===== src/rtl/sa_io_skew_ring.sv =====
`default_nettype none
// ============================================================================
// Module   : sa_io_skew_ring
// Purpose  : Parametrised input/output register ring between the harness and
//            the systolic mesh. Each row has a configurable pipeline depth.
//            With SKEW_EN=1 the input ring skews row r by r extra stages and
//            the output ring deskews row r by ROWS-1-r extra stages, so the
//            harness drives and samples all rows aligned. Operand stages are
//            valid-gated (they hold when no valid beat arrives). There is
//            also a registered busy flag and a saturating beat counter.
//
// Ports    : CLK, RST            clock, synchronous active-high reset
//            in_a/b/d            harness operands, ROWS*A_W
//            in_propagate        per-row propagate control
//            in_shift            per-row shift control, ROWS*SHIFT_W
//            in_valid            per-row valid
//            mesh_a/b/d, mesh_propagate, mesh_shift, mesh_valid
//                                skewed operands and controls to the mesh
//            mesh_out_c/b        mesh results, ROWS*C_W
//            mesh_out_valid      mesh result valid, aligned with row 0
//            out_c/b, out_valid  deskewed results and valid
//            busy                any valid bit in flight in either ring
//            cnt_clr             clears beat_cnt
//            beat_cnt            saturating count of out_valid beats
//
// Revision : 1.0 - initial release
// ============================================================================
module sa_io_skew_ring #(
  parameter int ROWS       = 8,
  parameter int A_W        = 8,
  parameter int C_W        = 19,
  parameter int SHIFT_W    = 6,
  parameter int IN_STAGES  = 1,
  parameter int OUT_STAGES = 1,
  parameter int SKEW_EN    = 1
) (
  input  logic                      CLK,
  input  logic                      RST,
  input  logic [ROWS*A_W-1:0]       in_a,
  input  logic [ROWS*A_W-1:0]       in_b,
  input  logic [ROWS*A_W-1:0]       in_d,
  input  logic [ROWS-1:0]           in_propagate,
  input  logic [ROWS*SHIFT_W-1:0]   in_shift,
  input  logic [ROWS-1:0]           in_valid,
  output logic [ROWS*A_W-1:0]       mesh_a,
  output logic [ROWS*A_W-1:0]       mesh_b,
  output logic [ROWS*A_W-1:0]       mesh_d,
  output logic [ROWS-1:0]           mesh_propagate,
  output logic [ROWS*SHIFT_W-1:0]   mesh_shift,
  output logic [ROWS-1:0]           mesh_valid,
  input  logic [ROWS*C_W-1:0]       mesh_out_c,
  input  logic [ROWS*C_W-1:0]       mesh_out_b,
  input  logic                      mesh_out_valid,
  output logic [ROWS*C_W-1:0]       out_c,
  output logic [ROWS*C_W-1:0]       out_b,
  output logic                      out_valid,
  output logic                      busy,
  input  logic                      cnt_clr,
  output logic [31:0]               beat_cnt
);

  // Operand payload carried through one input stage: a, b, d, propagate, shift.
  localparam int c_PW = 3*A_W + 1 + SHIFT_W;

  // The output valid travels with row 0, which has the deepest output ring.
  localparam int c_VD = OUT_STAGES + ((SKEW_EN != 0) ? (ROWS - 1) : 0);

  localparam logic [31:0] c_CNT_MAX = 32'hFFFF_FFFF;

  logic [ROWS-1:0]  w_in_vld_any;   // per-row OR of input-ring valid flops
  logic [c_VD-1:0]  r_ov;           // output valid delay chain
  logic             r_busy;
  logic [31:0]      r_beat_cnt;

  generate
    for (genvar r = 0; r < ROWS; r++) begin : g_row
      localparam int c_DI = IN_STAGES  + ((SKEW_EN != 0) ? r              : 0);
      localparam int c_DO = OUT_STAGES + ((SKEW_EN != 0) ? (ROWS - 1 - r) : 0);

      logic [c_PW-1:0] w_in_pay;
      logic [c_DI-1:0] r_vld;
      logic [c_PW-1:0] r_pay [c_DI];
      logic [C_W-1:0]  r_c   [c_DO];
      logic [C_W-1:0]  r_b   [c_DO];

      assign w_in_pay = {in_a[r*A_W +: A_W],
                         in_b[r*A_W +: A_W],
                         in_d[r*A_W +: A_W],
                         in_propagate[r],
                         in_shift[r*SHIFT_W +: SHIFT_W]};

      // Input ring: valid always shifts; payload only moves behind a valid
      // bit so idle stages do not toggle.
      always_ff @(posedge CLK) begin
        if (RST) begin
          r_vld <= '0;
          for (int k = 0; k < c_DI; k++) begin
            r_pay[k] <= '0;
          end
        end else begin
          r_vld[0] <= in_valid[r];
          if (in_valid[r]) begin
            r_pay[0] <= w_in_pay;
          end
          for (int k = 1; k < c_DI; k++) begin
            r_vld[k] <= r_vld[k-1];
            if (r_vld[k-1]) begin
              r_pay[k] <= r_pay[k-1];
            end
          end
        end
      end

      assign {mesh_a[r*A_W +: A_W],
              mesh_b[r*A_W +: A_W],
              mesh_d[r*A_W +: A_W],
              mesh_propagate[r],
              mesh_shift[r*SHIFT_W +: SHIFT_W]} = r_pay[c_DI-1];
      assign mesh_valid[r]   = r_vld[c_DI-1];
      assign w_in_vld_any[r] = |r_vld;

      // Output ring: results are captured every cycle; the mesh drives
      // row r one cycle later than row r-1, so shallower rows for higher r
      // bring every row out together.
      always_ff @(posedge CLK) begin
        if (RST) begin
          for (int k = 0; k < c_DO; k++) begin
            r_c[k] <= '0;
            r_b[k] <= '0;
          end
        end else begin
          r_c[0] <= mesh_out_c[r*C_W +: C_W];
          r_b[0] <= mesh_out_b[r*C_W +: C_W];
          for (int k = 1; k < c_DO; k++) begin
            r_c[k] <= r_c[k-1];
            r_b[k] <= r_b[k-1];
          end
        end
      end

      assign out_c[r*C_W +: C_W] = r_c[c_DO-1];
      assign out_b[r*C_W +: C_W] = r_b[c_DO-1];
    end
  endgenerate

  // Output valid delay chain, matched to row 0's output depth.
  always_ff @(posedge CLK) begin
    if (RST) begin
      r_ov <= '0;
    end else begin
      r_ov[0] <= mesh_out_valid;
      for (int k = 1; k < c_VD; k++) begin
        r_ov[k] <= r_ov[k-1];
      end
    end
  end

  assign out_valid = r_ov[c_VD-1];

  // Busy is a registered OR of every valid flop, so it lags the flops by one.
  always_ff @(posedge CLK) begin
    if (RST) begin
      r_busy <= 1'b0;
    end else begin
      r_busy <= (|w_in_vld_any) | (|r_ov);
    end
  end

  assign busy = r_busy;

  // Beat counter: clear has priority over counting; counting saturates.
  always_ff @(posedge CLK) begin
    if (RST) begin
      r_beat_cnt <= '0;
    end else if (cnt_clr) begin
      r_beat_cnt <= '0;
    end else if (out_valid && (r_beat_cnt != c_CNT_MAX)) begin
      r_beat_cnt <= r_beat_cnt + 32'd1;
    end
  end

  assign beat_cnt = r_beat_cnt;

endmodule
`default_nettype wire


===== config.mk =====
export PLATFORM = sky130hd
export DESIGN_NAME = sa_io_skew_ring
export DESIGN_NICKNAME = d
export VERILOG_FILES = /design/src/rtl/sa_io_skew_ring.sv
export SDC_FILE = /design/constraint.sdc
export NUM_CORES = 2
export LEC_CHECK = 0
export BUFFER_PORTS_ARGS = -buffer_cell sky130_fd_sc_hd__buf_2
export CORE_MARGIN = 2
export CORE_UTILIZATION = 30
export DETAILED_ROUTE_END_ITERATION = 8
export PLACE_DENSITY = 0.48
export SKIP_CTS_REPAIR_TIMING = 1
export SYNTH_ARGS = -nofsm -noshare
export SYNTH_HDL_FRONTEND = slang
export SYNTH_SLANG_ARGS = --single-unit

===== constraint.sdc =====
create_clock -name CLK -period 3.9 [get_ports CLK]
set_input_delay 0.195 -clock CLK [delete_from_list [all_inputs] [get_ports CLK]]
set_output_delay 0.195 -clock CLK [all_outputs]
set_load 0.02 [all_outputs]

* After elaboration in Yosys (flattened, before gate mapping)
Memory sizes are Yosys's and may differ from the RTL's.
Cells that the tools add are included.
** Storage, ports and cells
- Memory bits (writable) :: 2484
- Output and inout bits :: 594
- Bits in registers :: 77
- Logic and storage cells :: 372
- Memories :: 24
** Operators by class
- Bitwise logic cells :: 106
- Add/sub/neg operators :: 1
- Reduce and logical (&&, ||, !) cells :: 7
- Multiplexer cells :: 222
- Equal/unequal tests :: 1
** Memories
- g_row[7].r_pay :: depth 8, width 31, read ports 8, clocked after memory_dff 0, write ports 8, RTL line 82 : logic [c_PW-1:0] r_pay [c_DI];
- g_row[6].r_pay :: depth 7, width 31, read ports 7, clocked after memory_dff 0, write ports 7, RTL line 82
- g_row[5].r_pay :: depth 6, width 31, read ports 6, clocked after memory_dff 0, write ports 6, RTL line 82
- g_row[4].r_pay :: depth 5, width 31, read ports 5, clocked after memory_dff 0, write ports 5, RTL line 82
- g_row[0].r_b :: depth 8, width 19, read ports 8, clocked after memory_dff 0, write ports 8, RTL line 84 : logic [C_W-1:0] r_b [c_DO];
- g_row[0].r_c :: depth 8, width 19, read ports 8, clocked after memory_dff 0, write ports 8, RTL line 83 : logic [C_W-1:0] r_c [c_DO];
- +18 memories
** Operator list (count)
- two-way mux 19 bit :: 72
- two-way mux 31 bit :: 36
- two-way mux 1 bit :: 114
- OR 1 bit :: 106
- OR reduction 19 bit :: 2
- OR reduction 36 bit :: 1
- adder 32 x 1 -> 32 bit, second input constant :: 1
- inequality test 32 bit, second input constant :: 1
- OR reduction 31 bit :: 1
- OR reduction 8 bit :: 1
- OR reduction 2 bit :: 1
- logical AND 1 bit :: 1

* Logic depth before layout (Yosys ltp)
- Depth in word-level cells :: 5
- Gate-level depth with buffers :: 7
- Mapped depth without buffers :: 6

* Worst setup path before layout
Ideal clock, no wire load.
- Path kind :: reg2reg
- From :: register r_beat_cnt[0] (netlist: beat_cnt[0])
- To :: register r_beat_cnt[26] (netlist: beat_cnt[26])
- Library setup time :: 0.116 ns
- Slack :: 1.743 ns
- Stages on the path, launching flop included :: 7
- Arrival time :: 2.040 ns
- Data required time :: 3.784 ns
- Period minus slack after synthesis :: 2.157 ns
- Cell sequence :: dfxtp_1 ha_1 nand3_1 or4_4 nor4b_4 a31oi_1 a41o_1
** Between the ends
- Longest elaborated chain between the ends :: 2
** Ends and longest elaborated chain
- start, declared :: RTL line 73 : logic [31:0] r_beat_cnt;
- start signal, assigned :: RTL line 178 : r_beat_cnt <= r_beat_cnt + 32'd1;
- branches (longest 2 deep; another with adder 32 x 1 -> 32 bit)
Parallel ways; which one is timed is not known.
A chain may end at the register's enable or synchronous reset.

* Final worst setup path
- From :: register r_beat_cnt[1] (netlist: beat_cnt[1])
- To :: register r_beat_cnt[29] (netlist: beat_cnt[29])
The elaborated chain is that of the path after synthesis.

==> results.md <==
- Layout filler cell count: 26300
- Vias in the first global route: 41300
- Outcome: complete, no violations
- Clk pin slew, worst setup/hold paths: 0.06 ns
- Port Buffers: 1157
- I/O pins: 1158
- Final global-route overflow total: 0
- Synth Cell Area: 83000 sq um
- Largest net degree at the start of global routing: 242
- CP peak stage delay: 0.70 ns
- Post-route ant nets: 0
- Relative slew margins: 0.173
- Worst min path class: in -> reg
- Gpl congestion: 0.796
- Synthesized Nets: 6471
- Area of the core: 276000 sq um
- Max Clock Skew: 0.0586 ns
- HP Start: mesh_out_b[149]
- Clock Sink Count: 2561
- CTS root buf: clkbuf_16
- Avg WL per Cell: 16.8 microns
- Critical Path Source: beat_cnt[1]$_SDFFE_PP0P_
- Yosys reg bits: 2561
- GRT Max-Usage Layer: met2
- Setup TNS: 0 ns
- Adder-cell share of the synthesized area: 0.000151
- Max clock buf depth: 4
- Initial antenna violation count: 68
- Layout cells sized above 1: 0.224
- First-pass GRT wire length: 269 mm
- Syn Inst Count: 5906
- Internal Power: 46.2 mW
- Die span in x: 530 microns
- Data arrival time of the critical path: 3.19 ns
- Finished Layout Cells: 11300
- Switching Share: 0.215
- Fmax: 413 MHz
- Via total after detailed routing: 43900
- Critical path type: reg -> reg
- Post-Synth Simple-Gate Area: 0.201
- # nets final: 7931
- DRC errors left: 0
- Max Cap Viol: 0
- Largest family of logic cells by synthesized area: simple AND/OR/NAND/NOR gates
- Mux contribution to synthesized area: 0.000121
- Netlist cell types: 43
- Part of the power in registers: 0.499
- Initial DRT Pass Iterations: 5
- Worst path cell trace: ha_1 > nand3_1 > or4_4 > o31ai_2 > o21ai_0 > a21oi_1
- M3 GR Usage: 0.0479
- Final period utilization: 0.620
- Clock Power Share: 0.457
- CTS tree: done
- Routing usage on met2: 0.199
- Number of cell rows: 193
- Commonest non-fill, non-tap cells in the layout: nor2b_1 (1561), dfxtp_1 (1445), buf_2 (1156), edfxtp_1 (1116), and2_1 (964)
- Syn-to-layout area delta: 27.3%
- Max IR drop VDD: 0.000312 V
- Die H: 530 microns
- CP max-delay cell: o31ai_2
- WP data required: 4.67 ns
- Avg Inst Size Synth: 14.1 sq um
- Initial Util: 0.301
- GRT Util Overall: 0.128
- Clock buffer count from CTS: 288
- Final Max Tran Viols: 0
- Post-route cell area: 106000 sq um
- Post-synthesis compound-gate area fraction: 0.00443
- Post-DR vias/cell: 3.88
- Hold Vio Cnt, Final: 0
- Placed cell count: 10200
- Crit path capture type: flip-flop
- Crit path launch type: flip-flop
- Final Util: 0.383
- DP HPWL: 132 mm
- Clk_lat worst skew: 0.86 ns
- Cell family with most CP delay: compound AO/OA/AOI/OAI gates
- Ys Warns: 0
- GRT met1 Usage: 0.158
- Minimum clock period: 2.42 ns
- H-tree depth: 5
- Die area: 281000 sq um
- Comb power frac: 0.044
- Buffer and inverter count on the worst path: 0
- Leak: 42.9 nW
- RSZ-0062 raised after global routing: false
- Multi-input combinational cell area: 17200 sq um
- Total power: 58.9 mW
- Final wirelength: 190 mm
- # setup viols final: 0
- Pwr/cell area: 557 nW/um^2
- Worst Path Max Fanout: 11
- Reg2Reg Launch Point: beat_cnt[1]$_SDFFE_PP0P_
- Switching pwr: 12.7 mW
- Seq/Total Area, Yosys: 0.752
- Register area: 62400 sq um
- Most common cell after layout, fill and taps aside: nor2b_1
- 1st-iter DRT viols: 2027
- XOR/XNOR share of the synthesized area: 0.000527
- Cell Area, Placed: 90500 sq um
- Worst slew pin tran: 1.24 ns
## cell type report
| class | count | share of cell area |
|---|---|---|
| Antenna cell | 21 | 0.000497 |
| Clock buffer | 399 | 0.0780 |
| Clock inverter | 122 | 0.0120 |
| Inverter | 2 | 0.0000710 |
| Multi-Input combinational cell | 2748 | 0.163 |
| Sequential cell | 2561 | 0.591 |
| Tap cell | 3705 | 0.0438 |
| Timing Repair Buffer | 1765 | 0.112 |
## stage by stage
| stage | hold slack, ns | worst slack [ns] |
|---|---|---|
| 5_1_grt | 0.0104 | 1.32 |
| 3_5_place_dp | 0.408 | 1.43 |
| 6_report | 0.0757 | 1.48 |
| 3_3_place_gp | 0.402 | 1.50 |
| 4_1_cts | -0.578 | 1.51 |
| 2_1_floorplan | 0.273 | 1.74 |
## layer usage
layer,vias up,wire length (microns)
met5,-,94
met4,14,7530
met3,391,16200
met2,1200,85600
met1,20600,80700
li1,21700,-
## registers in the layout (all words and copies together), names as in the netlist
| register | flops |
|---|---|
| beat_cnt | 32 |
| busy | 1 |
| g_row.r_b | 684 |
| g_row.r_c | 684 |
| g_row.r_pay | 1116 |
| g_row.r_vld | 36 |
| r_ov | 8 |
## cell families (layout without fill, tap and decap cells)
kind of cell             Yosys count  count (layout)
multiplexers                       1               1
adder cells (fa/ha/maj)            1               1
other                              0              21
AND/OR/NAND/NOR                 2686            2686
AO/OA/AOI/OAI                     55              55
flip-flops                      2561            2561
buffers and inverters            597            2288
XOR/XNOR                           5               5
## worst register-to-register path: stages (launching register included)
cell and delay (ns):
dfxtp_1 0.42, ha_1 0.21, nand3_1 0.16, or4_4 0.51
o31ai_2 0.70, o21ai_0 0.22, a21oi_1 0.16
## worst paths after layout
| path | to | slack [ns] | cells past startpoint |
|---|---|---|---|
| worst max-delay path | beat_cnt[29]$_SDFFE_PP0P_ | 1.48 | 6 |
| worst min register to register | g_row[1].r_c[5][16]$_SDFF_PP0_ | 0.39 | 1 |
| worst min-delay path | g_row[7].r_b[0][16]$_SDFF_PP0_ | 0.08 | 3 |
| worst max register to register | beat_cnt[29]$_SDFFE_PP0P_ | 1.48 | 6 |
## power by group through the flow
stage,Clock [mW],Sequential [mW],Combinational [mW]
after floorplan,0,29.9,1.34
after global placement,0,29.9,2.15
after detailed placement,0,29.9,2.18
after CTS,27.8,29.4,2.19
after global routing,28.8,29.4,2.87
final,26.9,29.3,2.62
## Yosys cell counts (all sizes together)
cell    count  share of area
a211oi      2        0.00033
a21oi      21         0.0013
a311o       1        0.00012
a31o        4        0.00042
a31oi       4        0.00030
a41o        2        0.00024
a41oi       1        0.00011
and2      964          0.073
and3        3        0.00026
and4        3        0.00032
buf       320          0.029
clkbuf    275          0.012
dfxtp    1445           0.35
edfxtp   1116           0.40
ha          1        0.00015
inv         2       0.000090
mux2i       1        0.00012
nand2      24         0.0011
nand3       8        0.00060
nand4      14         0.0011
nand4b      1        0.00011
nor2       26         0.0012
nor2b    1567           0.12
nor3        3        0.00018
nor4       12        0.00090
nor4b       1        0.00029
o21ai      13        0.00078
o31ai       7        0.00086
or2        37         0.0028
or3        13        0.00098
or4        10         0.0010
xnor2       2        0.00021
xor2        3        0.00032
(Power assumes the default switching activity.)
